$ cat src/rtl/alu_pkg.sv
// Shared definitions for the ALU issue controller: opcodes, FSM states and instruction layout.
package alu_pkg;

    localparam int unsigned INSTR_W = 10;

    localparam logic [1:0] ALU_ADD = 2'b00;
    localparam logic [1:0] ALU_SUB = 2'b01;
    localparam logic [1:0] ALU_MUL = 2'b10;
    localparam logic [1:0] ALU_DIV = 2'b11;

    localparam logic [3:0] DIV0_FILL = 4'hF;

    // Instruction field positions
    localparam int unsigned LDI_BIT = 9;
    localparam int unsigned RSV_BIT = 8;
    localparam int unsigned OP_MSB  = 7;
    localparam int unsigned OP_LSB  = 6;
    localparam int unsigned RD_MSB  = 5;
    localparam int unsigned RD_LSB  = 4;
    localparam int unsigned RS1_MSB = 3;
    localparam int unsigned RS1_LSB = 2;
    localparam int unsigned RS2_MSB = 1;
    localparam int unsigned RS2_LSB = 0;
    localparam int unsigned IMM_MSB = 3;
    localparam int unsigned IMM_LSB = 0;

    typedef enum logic [1:0] {
        StIdle  = 2'd0,
        StSetup = 2'd1,
        StExec  = 2'd2,
        StWb    = 2'd3
    } issue_state_e;

endpackage

$ cat src/rtl/alu_regfile.sv
// Register file: two asynchronous read ports plus a debug read, one synchronous write port.
module alu_regfile #(
    parameter int unsigned DATA_W = 4,
    parameter int unsigned NREGS  = 4
) (
    input  logic                     clk,
    input  logic                     rst_n,
    input  logic [$clog2(NREGS)-1:0] raddr1,
    input  logic [$clog2(NREGS)-1:0] raddr2,
    output logic [DATA_W-1:0]        rdata1,
    output logic [DATA_W-1:0]        rdata2,
    input  logic [$clog2(NREGS)-1:0] dbg_addr,
    output logic [DATA_W-1:0]        dbg_data,
    input  logic                     we,
    input  logic [$clog2(NREGS)-1:0] waddr,
    input  logic [DATA_W-1:0]        wdata
);

    logic [DATA_W-1:0] regs_q [NREGS];

    always_ff @(posedge clk or negedge rst_n) begin
        if (!rst_n) begin
            for (int i = 0; i < int'(NREGS); i++) begin
                regs_q[i] <= '0;
            end
        end else if (we) begin
            regs_q[waddr] <= wdata;
        end
    end

    assign rdata1   = regs_q[raddr1];
    assign rdata2   = regs_q[raddr2];
    assign dbg_data = regs_q[dbg_addr];

endmodule

$ cat src/rtl/alu_issue_ctrl.sv
// Issues instructions to the external 4-bit ALU: operand fetch, ALU handshake and writeback.
module alu_issue_ctrl
    import alu_pkg::*;
#(
    parameter int unsigned DATA_W  = 4,
    parameter int unsigned NREGS   = 4,
    parameter int unsigned ALU_LAT = 1
) (
    input  logic                     clk,
    input  logic                     rst_n,
    input  logic                     instr_valid,
    output logic                     instr_ready,
    input  logic [INSTR_W-1:0]       instr,
    output logic                     alu_enable,
    output logic [1:0]               alu_op,
    output logic [DATA_W-1:0]        alu_n1,
    output logic [DATA_W-1:0]        alu_n2,
    input  logic [DATA_W-1:0]        alu_result,
    output logic                     result_valid,
    output logic [$clog2(NREGS)-1:0] result_rd,
    output logic [DATA_W-1:0]        result_data,
    output logic                     div0_err,
    input  logic                     err_clr,
    input  logic [$clog2(NREGS)-1:0] dbg_sel,
    output logic [DATA_W-1:0]        dbg_data
);

    localparam int unsigned AW    = $clog2(NREGS);
    localparam int unsigned CNT_W = (ALU_LAT > 1) ? $clog2(ALU_LAT) : 1;

    issue_state_e      state_q, state_d;
    logic [1:0]        op_q, op_d;
    logic [AW-1:0]     rd_q, rd_d;
    logic [DATA_W-1:0] n1_q, n1_d;
    logic [DATA_W-1:0] n2_q, n2_d;
    logic [CNT_W-1:0]  cnt_q, cnt_d;
    logic [DATA_W-1:0] res_q, res_d;
    logic              div0_q, div0_d;

    logic              rf_we;
    logic [AW-1:0]     rf_waddr;
    logic [DATA_W-1:0] rf_wdata;
    logic [DATA_W-1:0] rf_rdata1, rf_rdata2;

    logic              is_ldi;
    logic [1:0]        f_op;
    logic [AW-1:0]     f_rd, f_rs1, f_rs2;
    logic [DATA_W-1:0] f_imm;
    logic              unused_rsvd;

    assign is_ldi      = instr[LDI_BIT];
    assign f_op        = instr[OP_MSB:OP_LSB];
    assign f_rd        = instr[RD_MSB:RD_LSB];
    assign f_rs1       = instr[RS1_MSB:RS1_LSB];
    assign f_rs2       = instr[RS2_MSB:RS2_LSB];
    assign f_imm       = instr[IMM_MSB:IMM_LSB];
    assign unused_rsvd = instr[RSV_BIT];

    alu_regfile #(
        .DATA_W (DATA_W),
        .NREGS  (NREGS)
    ) u_regfile (
        .clk      (clk),
        .rst_n    (rst_n),
        .raddr1   (f_rs1),
        .raddr2   (f_rs2),
        .rdata1   (rf_rdata1),
        .rdata2   (rf_rdata2),
        .dbg_addr (dbg_sel),
        .dbg_data (dbg_data),
        .we       (rf_we),
        .waddr    (rf_waddr),
        .wdata    (rf_wdata)
    );

    always_comb begin
        state_d  = state_q;
        op_d     = op_q;
        rd_d     = rd_q;
        n1_d     = n1_q;
        n2_d     = n2_q;
        cnt_d    = cnt_q;
        res_d    = res_q;
        div0_d   = div0_q;
        rf_we    = 1'b0;
        rf_waddr = rd_q;
        rf_wdata = alu_result;

        // A new divide-by-zero below overrides a simultaneous clear
        if (err_clr) begin
            div0_d = 1'b0;
        end

        unique case (state_q)
            StIdle: begin
                if (instr_valid) begin
                    rd_d = f_rd;
                    if (is_ldi) begin
                        rf_we    = 1'b1;
                        rf_waddr = f_rd;
                        rf_wdata = f_imm;
                        res_d    = f_imm;
                        state_d  = StWb;
                    end else if (f_op == ALU_DIV && rf_rdata2 == '0) begin
                        rf_we    = 1'b1;
                        rf_waddr = f_rd;
                        rf_wdata = DATA_W'(DIV0_FILL);
                        res_d    = DATA_W'(DIV0_FILL);
                        div0_d   = 1'b1;
                        state_d  = StWb;
                    end else begin
                        op_d    = f_op;
                        n1_d    = rf_rdata1;
                        n2_d    = rf_rdata2;
                        state_d = StSetup;
                    end
                end
            end
            StSetup: begin
                cnt_d   = CNT_W'(ALU_LAT - 1);
                state_d = StExec;
            end
            StExec: begin
                if (cnt_q == '0) begin
                    rf_we    = 1'b1;
                    rf_waddr = rd_q;
                    rf_wdata = alu_result;
                    res_d    = alu_result;
                    state_d  = StWb;
                end else begin
                    cnt_d = cnt_q - 1'b1;
                end
            end
            StWb: begin
                state_d = StIdle;
            end
            default: begin
                state_d = StIdle;
            end
        endcase
    end

    always_ff @(posedge clk or negedge rst_n) begin
        if (!rst_n) begin
            state_q <= StIdle;
            op_q    <= '0;
            rd_q    <= '0;
            n1_q    <= '0;
            n2_q    <= '0;
            cnt_q   <= '0;
            res_q   <= '0;
            div0_q  <= 1'b0;
        end else begin
            state_q <= state_d;
            op_q    <= op_d;
            rd_q    <= rd_d;
            n1_q    <= n1_d;
            n2_q    <= n2_d;
            cnt_q   <= cnt_d;
            res_q   <= res_d;
            div0_q  <= div0_d;
        end
    end

    // Operands hold the last issued ALU instruction; LDI and div-by-zero never touch them
    assign alu_op       = op_q;
    assign alu_n1       = n1_q;
    assign alu_n2       = n2_q;
    assign alu_enable   = (state_q == StExec);
    assign instr_ready  = (state_q == StIdle);
    assign result_valid = (state_q == StWb);
    assign result_rd    = rd_q;
    assign result_data  = res_q;
    assign div0_err     = div0_q;

endmodule

$ cat config.mk
export PLATFORM = sky130hd
export DESIGN_NAME = alu_issue_ctrl
export DESIGN_NICKNAME = d
export VERILOG_FILES = /design/src/rtl/alu_pkg.sv /design/src/rtl/alu_regfile.sv /design/src/rtl/alu_issue_ctrl.sv
export SDC_FILE = /design/constraint.sdc
export NUM_CORES = 1
export LEC_CHECK = 0
export CORE_UTILIZATION = 42
export DETAILED_ROUTE_END_ITERATION = 12
export PLACE_DENSITY = 0.68
export SKIP_CTS_REPAIR_TIMING = 1
export SLEW_MARGIN = 5
export SYNTH_ARGS = -nofsm -noshare
export SYNTH_HDL_FRONTEND = slang
export SYNTH_SLANG_ARGS = --single-unit
$ cat constraint.sdc
create_clock -name clk -period 3.3 [get_ports clk]
set_input_delay 0.495 -clock clk [delete_from_list [all_inputs] [get_ports clk]]
set_output_delay 0.495 -clock clk [all_outputs]
set_load 0.01 [all_outputs]
**After elaboration in Yosys (flattened, before gate mapping)**

Cells that the tools add are included.

- Bits in registers: 36
- Input port bits: 20
- Output and inout port bits: 24
- Logic and storage cells: 83

- $add $sub $neg: 1
- Order comparisons: 5
- Equality and inequality tests: 7
- Muxes and demuxes: 42
- Bitwise gates (word level): 6
- Reductions and logical operators: 10

Operators with widths:

| cell | count |
|---|---|
| $mux 4 | 15 |
| $bmux 4 s2 | 3 |
| $bwmux 16 | 1 |
| $mux 2 | 8 |
| $ge 3x3->1 const B | 4 |
| $not 2->3 | 4 |
| $mux 1 | 10 |
| $demux 4 s2 | 1 |
| $pmux 2 s4 | 1 |
| $pmux 4 s2 | 1 |
| $reduce_and 4->1 | 2 |
| $eq 2x2->1 const B | 3 |
| $logic_not 4->1 | 1 |
| $ne 2x2->1 const B | 2 |
| $pmux 1 s2 | 2 |
| $reduce_and 2->1 | 2 |
| $reduce_bool 2->1 | 2 |
| $lt 3x1->1 const B | 1 |
| $ne 3x1->1 const B | 1 |
| $eq 2x1->1 const B | 1 |
| $logic_and 1x1->1 | 2 |
| $logic_not 2->1 | 1 |
| $not 1->1 | 2 |
| $sub 1x1->1 const B | 1 |

**Logic depth before layout (Yosys ltp)**

Gate-level depths: netlist (run 1).

- Depth in word-level cells: 16
- Mapped depth: 8
- Depth with buffers taken out: 7

**Hierarchy**

From an unflattened synthesis (run 1), not the netlist that was laid out.

- Cells, all modules: 125
- Area, all modules: 1865.5 µm²

By module, submodules not included:

| module | times used | cells an instance | area each (µm²) | sequential area each (µm²) |
|---|---|---|---|---|
| alu_issue_ctrl | 1 | 77 | 964.7 | 475.5 |
| alu_regfile | 1 | 48 | 900.9 | 400.4 |

**Least setup slack after synthesis (run 1)**

No wires, ideal clock.

- Kind: input to register
- From: input instr[0]
- To: register u_regfile.regs_q[2] in the netlist's numbering
- Setup time: 0.125 ns
- Arrival time: 2.567 ns
- Required time: 3.175 ns
- Slack: 0.609 ns
- Stages on the path: 6
- Path buffers: 1
- Cell sequence: buf_6 -> mux4_2 -> o41a_4 -> nor2_4 -> mux2i_1 -> mux2_2

- Word-level cells in the longest chain between the ends: 16

RTL lines:

| item | line | source |
|---|---|---|
| start, declared | alu_issue_ctrl.sv:13 | `input logic [INSTR_W-1:0] instr,` |
| $not 2->3 (not written as such) * | alu_regfile.sv:32 | `assign rdata2 = regs_q[raddr2];` |
| $bmux 4 s2 * | alu_regfile.sv:32 |  |
| $mux 4 (not written as such) * (2 in series) | alu_regfile.sv:32 |  |
| $logic_not 4->1 * | alu_issue_ctrl.sv:104 | `end else if (f_op == ALU_DIV && rf_rdata2 == '0) begin` |
| $logic_and 1x1->1 * | alu_issue_ctrl.sv:104 |  |
| $mux 2 | alu_issue_ctrl.sv:104 |  |
| $mux 2 | alu_issue_ctrl.sv:98 | `if (is_ldi) begin` |
| $mux 2 | alu_issue_ctrl.sv:96 | `if (instr_valid) begin` |
| $mux 2 | -- |  |
| $not 2->3 (not written as such) | alu_regfile.sv:27 | `regs_q[waddr] <= wdata;` |
| $ge 3x3->1 (not written as such) / $lt 3x1->1 (equally long branches) | alu_regfile.sv:27 |  |
| $logic_and 1x1->1 (not written as such) | alu_regfile.sv:27 |  |
| $mux 4 (not written as such) | alu_regfile.sv:27 |  |
| $demux 4 s2 | alu_regfile.sv:27 |  |
| $bwmux 16 | alu_regfile.sv:27 |  |
| end signal, assigned by index | alu_regfile.sv:27 |  |
| end, declared | alu_regfile.sv:19 | `logic [DATA_W-1:0] regs_q [NREGS];` |

Every way passes the cells marked *; elsewhere a longest branch is shown, timed or not. The select of a mux whose other input is x is not followed.
A chain may end at the register's enable or synchronous reset.

**Final worst setup path (run 1)**

Ends and elaborated chain as after synthesis.

==> out/summary.txt, run 1 <==
Run status: complete, but fails checks
Violated checks: design-rule violations
Area Growth Syn to Fin: 32.8%
IO Count: 44
Tot GR Track Use: 20.8%
Post-Layout Inst Area: 0.00265 mm²
Final Hold Violating Endpoints: 0
Total core area: 0.00444 mm²
First-pass GRT wire length: 7.91 mm
DR vias/cell: 5.55
Nets: 240
Syn nets: 185
Clock sink count: 35
Site row count: 24
Measured slew at the worst slew-check pin: 460 ps
Leakage power: 1.15 nW
Synth Area per Inst: 12.3 µm²
CTS tree: yes
Die Wd: 70.9 µm
CTS Root Buffer Type: clkbuf_8
Headroom to the max-slew limit: 69.2%
Core Util, Final: 59.5%
Post-Syn Area: 0.00199 mm²
Initial Util: 44.8%
Largest net degree at the start of global routing: 36
Die Y: 70.9 µm
Top cells by count, synth: dfrtp_1, inv_1, mux2i_1, mux2_2, nand2_1
CTS H-tree lvls: 2
Min Tclk post-route: 2910 ps
Post-synth ARST share: 100%
Remaining DRCs: 8
Setup CP Type: input port to register
Port Buffers: 42
DRT Wirelength: 4.76 mm
Vias in the first global route: 1566
Area contributors post-synth: dfrtp_1, mux4_2, mux2i_1
Area post-placement: 0.00253 mm²
Post-synth EDFFs: 0
Register area share after synthesis: 44.0%
Yosys warning total: 0
Most frequent cell after synthesis: dfrtp_1
Wire per inst: 17.6 µm
Final period util: 88.0%
Pwr Total: 2.40 mW
Synth Instances: 162
Main synth FF type: dfrtp_1
Crit-path max FO: 6
Max_cap viols: 0
Top cell type's share of synthesized area: 44.0%
Slew Limit Fails: 0
Synthesis-stage register bit count: 35
Vias: 1498
Clock latency at the later pin of the worst-skew pair: 290 ps
Final ANT Viol Nets: 0
Data arrival, critical path: 3080 ps
RSZ-0062 raised after global routing: false
Setup Viol. Count Final: 0
Synth area leader: dfrtp_1
Drt first-iter violations: 93
Final setup skew: 5.47 ps
Layout cell share with drive strength beyond 1: 25.2%
PD cells: 907 mW/mm²
HPWL Detailed: 3.63 mm
Fmax: 344 MHz
Max Root-Sink Buffers: 2
Hold WC Path Type: register to register
Clock transition at path regs: 70 ps
Post-route setup TNS: 0 ps
Critical path required time: 3480 ps
Initial antenna violation count: 0
Peak supply drop: 0.380 mV
CP Launch Type: input port
Placer congestion estimate: 0.845
Yosys cell types: 35
GRT overflow: 0
Die area: 0.00502 mm²
ANT cells: 0
Pre-antenna DRT Iters: 10
CP Capture Type: register
TritonCTS Buffers: 5
registers in the layout, summed over array words and instances (netlist names):
name              flops
result_data           4
alu_n2                4
alu_op                2
state_q               2
u_regfile.regs_q     16
result_rd             2
div0_err              1
alu_n1                4
report_power, final:
part | internal [mW] | leakage (nW) | switching [mW]
registers | 0.645 | 0.413 | 0.162
logic | 0.689 | 0.671 | 0.498
clock network | 0.244 | 0.0612 | 0.161
total | 1.58 | 1.15 | 0.821
path summary, 6_finish.rpt:
kind | cells past startpoint | endpoint | slack (ps) | start
max in group asynchronous | 2 | result_data[2] | 2370 | rst_n
worst max-delay path | 6 | u_regfile.regs_q[2] | 390 | instr[0]
worst min register to register | 2 | alu_n1[3] | 480 | alu_n1[3]
worst min-delay path | 2 | alu_n1[3] | 480 | alu_n1[3]
worst max register to register | 5 | u_regfile.regs_q[2] | 920 | u_regfile.regs_q[3]
min in group asynchronous | 2 | div0_err | 610 | rst_n
metrics by stage:
step | hold slack (ps) | instances | setup slack, ps
global placement | 463 | 262 | 76.7
finish | 481 | 270 | 394
detailed placement | 468 | 262 | 86.1
CTS | 484 | 270 | 387
floorplan | 199 | 162 | 609
global route | 499 | 270 | 309
critical path: stages:
cell	delay, ps
clkdlybuf4s50_1	650
mux4_2	580
o41a_4	560
nor2_4	120
mux2i_1	310
mux2_2	370
layout make-up:
class | count | area (µm²)
Multi-Input combinational cell | 100 | 993
Clock buffer | 6 | 82.6
Sequential cell | 35 | 876
Tap cell | 52 | 65.1
Fill cell | 369 | 1800
Clock inverter | 2 | 35.0
Inverter | 20 | 75.1
Timing Repair Buffer | 55 | 518
layer usage:
layer | vias up | GRT usage (%) | routed length (µm)
li1 | 694 | - | -
met1 | 751 | 26.2 | 2120
met2 | 44 | 34.9 | 2370
met3 | 9 | 4.13 | 178
met4 | 0 | 8.89 | 93
met5 | - | 0 | 0
logic make-up after synthesis:
group / after synthesis / share of synthesized area [%]
flops: 35 / 44.0
fa+ha+maj: 3 / 1.88
mux: 39 / 28.1
compound gates: 28 / 12.1
simple gates: 30 / 7.73
buf+inv: 27 / 6.16
placed cells by master, fill, tap and decap left out, types with 2 or more instances in the layout:
cell | Yosys | final
buf_4 | 0 | 13
clkbuf_8 | 0 | 6
clkdlybuf4s50_1 | 0 | 42
dfrtp_1 | 35 | 35
ha_1 | 3 | 3
inv_1 | 20 | 20
mux2_2 | 11 | 11
mux2_4 | 3 | 3
mux2i_1 | 14 | 14
mux4_2 | 10 | 10
nand2_1 | 11 | 11
nand2b_1 | 2 | 2
nand3_1 | 4 | 4
nor2_1 | 7 | 7
o211ai_1 | 3 | 3
o21ai_0 | 8 | 8
o221a_2 | 2 | 2
o22a_1 | 2 | 2
o22ai_1 | 4 | 4
o2bb2ai_2 | 2 | 2
Note: power is estimated with default switching activity, not from simulation.
==> run 2: changes to the inputs <==
--- a/config.mk
+++ b/config.mk
@@ -5,8 +5,10 @@
 export SDC_FILE = /design/constraint.sdc
 export NUM_CORES = 1
 export LEC_CHECK = 0
+export ABC_AREA = 1
 export CORE_UTILIZATION = 42
 export DETAILED_ROUTE_END_ITERATION = 12
+export HOLD_SLACK_MARGIN = 0.05
 export PLACE_DENSITY = 0.68
 export SKIP_CTS_REPAIR_TIMING = 1
 export SLEW_MARGIN = 5
==> out/summary.txt, run 2 <==
Slew Limit Fails: 0 (unchanged)
Max Root-Sink Buffers: 2 (unchanged)
Most frequent cell after synthesis: nand2_1 (was dfrtp_1)
Setup Viol. Count Final: 0 (unchanged)
Leakage power: 1.24 nW (was 1.15 nW)
Reg with most FFs: u_regfile.regs_q (unchanged)
Total core area: 0.00450 mm² (was 0.00444 mm²)
Syn nets: 297 (was 185)
Remaining DRCs: 0 (was 8)
Crit-path leading delay family: buffers and inverters (was multiplexers)
Sum of buffers and inverters on the critical path: 3 (was 1)
Final setup skew: 4.32 ps (was 5.47 ps)
HPWL Detailed: 3.56 mm (was 3.63 mm)
Area Growth Syn to Fin: 27.2% (was 32.8%)
Fmax: 392 MHz (was 344 MHz)
Clock latency at the later pin of the worst-skew pair: 290 ps (about the same)
Final ANT Viol Nets: 0 (unchanged)
Hold_ws: 484 ps (was 481 ps)
CTS H-tree lvls: 2 (unchanged)
Synth Instances: 274 (was 162)
Critical path required time: 2800 ps (was 3480 ps)
Pre-antenna DRT Iters: 4 (was 10)
CTS Root Buffer Type: clkbuf_8 (unchanged)
Final Hold Violating Endpoints: 0 (unchanged)
Port Buffers: 42 (unchanged)
CTS tree: yes (unchanged)
Clock transition at path regs: 70 ps (about the same)
Headroom to the max-slew limit: 70.4% (was 69.2%)
Run status: completed (was complete, but fails checks)
CP max stage delay: 560 ps (was 650 ps)
PD cells: 869 mW/mm² (was 907 mW/mm²)
Crit path cell chain: clkdlybuf4s50_1, inv_1, nor2_1, o22ai_1, clkdlybuf4s50_1 (was clkdlybuf4s50_1, mux4_2, o41a_4, nor2_4, mux2i_1, mux2_2)
GRT overflow: 0 (unchanged)
Die Y: 71.5 µm (was 70.9 µm)
TritonCTS Buffers: 5 (unchanged)
CP Launch Type: input port (unchanged)
Slowest-stage cell, CP: clkdlybuf4s50_1 (unchanged)
Die area: 0.00512 mm² (was 0.00502 mm²)
Setup CP Type: input port to primary output (was input port to register)
Synth Area per Inst: 7.41 µm² (was 12.3 µm²)
DR vias/cell: 5.22 (was 5.55)
Post-Layout Inst Area: 0.00258 mm² (was 0.00265 mm²)
First-pass GRT wire length: 8.29 mm (was 7.91 mm)
Nets: 340 (was 240)
Max_cap viols: 0 (unchanged)
Initial antenna violation count: 0 (unchanged)
Met1 wire length: 2.30 mm (was 2.12 mm)
Die Wd: 71.5 µm (was 70.9 µm)
Met2 Wirelength: 2.35 mm (was 2.37 mm)
DRT Wirelength: 4.97 mm (was 4.76 mm)
Yosys warning total: 0 (unchanged)
Layout cell share with drive strength beyond 1: 8.49% (was 25.2%)
Crit-path max FO: 9 (was 6)
Min Tclk post-route: 2550 ps (was 2910 ps)
Max reg flops: 16 (unchanged)
Register area share after synthesis: 43.1% (was 44.0%)
Top cells by count, synth: nand2_1, dfrtp_1, o21ai_0, nand3_1, inv_1 (was dfrtp_1, inv_1, mux2i_1, mux2_2, nand2_1)
Tot GR Track Use: 21.1% (was 20.8%)
Area contributors post-synth: dfrtp_1, nand2_1, o21ai_0 (was dfrtp_1, mux4_2, mux2i_1)
Vias in the first global route: 1726 (was 1566)
Drt first-iter violations: 152 (was 93)
Post-Syn Area: 0.00203 mm² (was 0.00199 mm²)
Main synth FF type: dfrtp_1 (unchanged)
Post-synth ARST share: 100% (unchanged)
Wire per inst: 13.4 µm (was 17.6 µm)
Measured slew at the worst slew-check pin: 443 ps (was 460 ps)
ANT cells: 0 (unchanged)
Leading cell types in the layout, fill and taps excluded: nand2_1, clkdlybuf4s50_1, dfrtp_1 (was clkdlybuf4s50_1, dfrtp_1, inv_1)
Peak supply drop: 0.465 mV (was 0.380 mV)
Most common cell after layout, fill and taps aside: nand2_1 (was clkdlybuf4s50_1)
Top cell type's share of synthesized area: 43.1% (was 44.0%)
Hold WC Path Type: register to register (unchanged)
Clock sink count: 35 (unchanged)
Synthesis-stage register bit count: 35 (unchanged)
Post-synth EDFFs: 0 (unchanged)
Post-route setup TNS: 0 ps (unchanged)
IO Count: 44 (unchanged)
Max layer used: met4 (unchanged)
Most frequent CP cell: clkdlybuf4s50_1
Final period util: 77.2% (was 88.0%)
Largest net degree at the start of global routing: 36 (unchanged)
Initial Util: 45.1% (was 44.8%)
CP Capture Type: primary output (was register)
Placer congestion estimate: 0.841 (was 0.845)
Data arrival, critical path: 2050 ps (was 3080 ps)
Met3 WL: 245 µm (was 178 µm)
Synth area leader: dfrtp_1 (unchanged)
Site row count: 24 (unchanged)
Fillers: 462 (was 369)
Yosys cell types: 21 (was 35)
Area post-placement: 0.00248 mm² (was 0.00253 mm²)
Vias: 1931 (was 1498)
RSZ-0062 raised after global routing: false (unchanged)
-- run 2: logic make-up after synthesis --
logic type | count (synthesis) | share of synthesized area (%)
flops | 35 | 43.1
buf+inv | 34 | 7.15
compound gates | 51 | 14.4
fa+ha+maj | 3 | 1.85
simple gates | 151 | 33.5
-- run 2: final cells by class --
class	instances	area, µm²	share of cell area [%]
Inverter	27	104	4.02
Multi-Input combinational cell	205	1010	39.1
Timing Repair Buffer	43	428	16.6
Tap cell	52	65.1	2.52
Sequential cell	35	876	33.9
Clock buffer	8	100	3.88
-- run 2: power breakdown --
part	leakage [nW]	switching, mW	internal (mW)	total [mW]
sequential	0.431	0.197	0.628	0.825
combinational	0.760	0.588	0.481	1.07
clock	0.0515	0.159	0.191	0.349
-- run 2: worst paths after layout --
path | start | slack (ps) | endpoint | cells after the start
max | dbg_sel[0] | 750 | dbg_data[0] | 5
min | alu_n2[2] | 480 | alu_n2[2] | 2
max reg2reg | state_q[0] | 1050 | u_regfile.regs_q[5] | 10
min reg2reg | alu_n2[2] | 480 | alu_n2[2] | 2
max in group asynchronous | rst_n | 2370 | u_regfile.regs_q[9] | 2
min in group asynchronous | rst_n | 620 | alu_op[1] | 2
-- run 2: worst register-to-register path, delay by kind of cell (launching register included) --
family | cells | cell delay [ps]
fa+ha+maj | 1 | 270
buf+inv | 3 | 450
flops | 1 | 400
simple gates | 6 | 1060
-- run 2: stage by stage --
stage / setup WS [ps] / instances / power (mW) / util, %
after detailed placement: 477 / 362 / 1.89 / 55.1
after floorplan: 1510 / 274 / 1.45 / -
after global routing: 534 / 370 / 2.43 / 57.3
after CTS: 740 / 370 / 2.25 / 57.3
after global placement: 517 / 362 / 1.87 / 55.1
final: 751 / 370 / 2.24 / 57.3
-- run 2: per-layer routing --
metal  up-vias  track usage, %
li1        976               -
met1       893            29.3
met2        55            33.1
met3         7            4.22
met4         0            7.41
met5         -               0
==> run 3: changes to the inputs <==
==> constraint.sdc (replaced) <==
create_clock -name clk -period 2.6 [get_ports clk]
set_input_delay 0.39 -clock clk [delete_from_list [all_inputs] [get_ports clk]]
set_output_delay 0.39 -clock clk [all_outputs]
set_load 0.01 [all_outputs]
==> out/summary.txt, run 3 (synthesis results as in run 2) <==
Measured slew at the worst slew-check pin: 434 ps (was 443 ps)
PD cells: 1080 mW/mm² (was 869 mW/mm²)
Max_cap viols: 0 (unchanged)
Placed Instances: 370 (was 362)
Headroom to the max-slew limit: 71.1% (was 70.4%)
Sum of buffers and inverters on the critical path: 3 (unchanged)
CTS Root Buffer Type: clkbuf_8 (unchanged)
Fillers: 439 (was 462)
GRT overflow: 0 (unchanged)
Hold depth: 2 (unchanged)
Crit-path leading delay family: buffers and inverters (unchanged)
Total core area: 0.00450 mm² (unchanged)
Placer congestion estimate: 0.864 (was 0.841)
DR vias/cell: 5.17 (was 5.22)
Core Util, Final: 58.3% (was 57.3%)
Die area: 0.00512 mm² (unchanged)
CP Capture Type: primary output (unchanged)
Seq. cell area: 876 µm² (unchanged)
Nets: 348 (was 340)
Min Tclk post-route: 2350 ps
Die Wd: 71.5 µm (unchanged)
Leakage power: 1.27 nW (was 1.24 nW)
Final Hold Violating Endpoints: 0 (unchanged)
ANT cells: 0 (unchanged)
Pre-CTS setup slack: 184 ps (was 477 ps)
Crit-path max FO: 9 (unchanged)
TritonCTS Buffers: 5 (unchanged)
Post-route setup TNS: 0 ps (unchanged)
Run status: completed (unchanged)
Max Root-Sink Buffers: 2 (unchanged)
Slew Limit Fails: 0 (unchanged)
CP max stage delay: 620 ps (was 560 ps)
Final cell count without fillers: 378 (was 370)
WP depth: 5 (unchanged)
Vias: 1954 (was 1931)
Wire per inst: 13.0 µm (was 13.4 µm)
Peak supply drop: 0.539 mV (was 0.465 mV)
Final ANT Viol Nets: 0 (unchanged)
Final setup skew: 2.42 ps (was 4.32 ps)
Initial antenna violation count: 0 (unchanged)
Vias in the first global route: 1780 (was 1726)
Area Growth Syn to Fin: 29.2% (was 27.2%)
Initial Util: 45.1% (unchanged)
Tot GR Track Use: 21.3% (was 21.1%)
Largest net degree at the start of global routing: 36 (unchanged)
Drt first-iter violations: 175 (was 152)
Slowest-stage cell, CP: clkdlybuf4s50_1 (unchanged)
Leading cell types in the layout, fill and taps excluded: nand2_1, clkdlybuf4s50_1, dfrtp_1 (unchanged)
CTS tree: yes (unchanged)
Most common cell after layout, fill and taps aside: nand2_1 (unchanged)
Clock latency at the later pin of the worst-skew pair: 290 ps (about the same)
First-pass GRT wire length: 8.41 mm (was 8.29 mm)
Most frequent CP cell: clkdlybuf4s50_1 (unchanged)
Clock sink count: 35 (unchanged)
Hold WC Path Type: register to register (unchanged)
Final setup margin: 247 ps (was 751 ps)
Setup Viol. Count Final: 0 (unchanged)
Critical path required time: 2210 ps (was 2800 ps)
Port Buffers: 42 (unchanged)
Reg2reg path depth: 10 (unchanged)
Setup CP Type: input port to primary output (unchanged)
Reg with most FFs: u_regfile.regs_q (unchanged)
Layout cell share with drive strength beyond 1: 10.4% (was 8.49%)
CTS H-tree lvls: 2 (unchanged)
Data arrival, critical path: 1960 ps (was 2050 ps)
Final period util: 90.5%
Area of the multi-input gates: 0.00101 mm² (unchanged)
Site row count: 24 (unchanged)
CP Launch Type: input port (unchanged)
Crit path cell chain: clkdlybuf4s50_1, inv_1, o21ai_0, o22ai_1, clkdlybuf4s50_1 (was clkdlybuf4s50_1, inv_1, nor2_1, o22ai_1, clkdlybuf4s50_1)
Max reg flops: 16 (unchanged)
Remaining DRCs: 0 (unchanged)
Pre-antenna DRT Iters: 4 (unchanged)
Clock transition at path regs: 70 ps (about the same)
Die Y: 71.5 µm (unchanged)
IO Count: 44 (unchanged)
HPWL Detailed: 3.54 mm (was 3.56 mm)
Fmax: 425 MHz
RSZ-0062 raised after global routing: false (unchanged)
DRT Wirelength: 4.93 mm (was 4.97 mm)
==> run 3: cell types whose count changed in the layout (fill, tap and decap cells not counted), sizes merged <==
cell,delta
buf,+8
clkinv,+1
clkbuf,-1
==> run 3: through the flow <==
step	hold WS (ps)	power, mW	instance area, µm²
after global routing	497	3.05	2620
after detailed placement	472	2.44	2540
final	480	2.82	2620
after floorplan	94.4	1.84	2030
after global placement	468	2.42	2540
after CTS	489	2.83	2620
==> run 3: area by class of cell <==
type	count	share of cell area (%)
Clock buffer	7	2.91
Clock inverter	1	0.191
Inverter	27	3.96
Multi-Input combinational cell	205	38.5
Sequential cell	35	33.4
Tap cell	52	2.48
Timing Repair Buffer	51	18.6
==> run 3: final timing paths <==
path | startpoint | end | slack, ps
worst max-delay path | dbg_sel[0] | dbg_data[0] | 250
worst min-delay path | alu_n2[1] | alu_n2[1] | 480
worst max register to register | state_q[0] | u_regfile.regs_q[5] | 750
worst min register to register | alu_n2[1] | alu_n2[1] | 480
max in group asynchronous | rst_n | u_regfile.regs_q[5] | 1790
min in group asynchronous | rst_n | alu_op[1] | 500
==> run 3: worst reg2reg max path, delay by kind of cell, from the launching register on <==
kind	cells	cell delay [ps]
and+or+nand+nor	6	790
buffers and inverters	3	320
DFF	1	400
adders and majority gates	1	280
==> run 3: metal layers <==
| metal | GRT usage, % | wire (µm) | up-vias |
|---|---|---|---|
| li1 | - | - | 1003 |
| met1 | 29.3 | 2210 | 881 |
| met2 | 32.6 | 2320 | 64 |
| met3 | 4.92 | 326 | 6 |
| met4 | 8.71 | 67 | 0 |
| met5 | 0 | 0 | - |
==> run 3: power breakdown <==
part	leakage, nW	internal, mW	switching [mW]
Clock	0.0422	0.188	0.199
Sequential	0.431	0.798	0.250
Combinational	0.798	0.644	0.745
Total	1.27	1.63	1.19
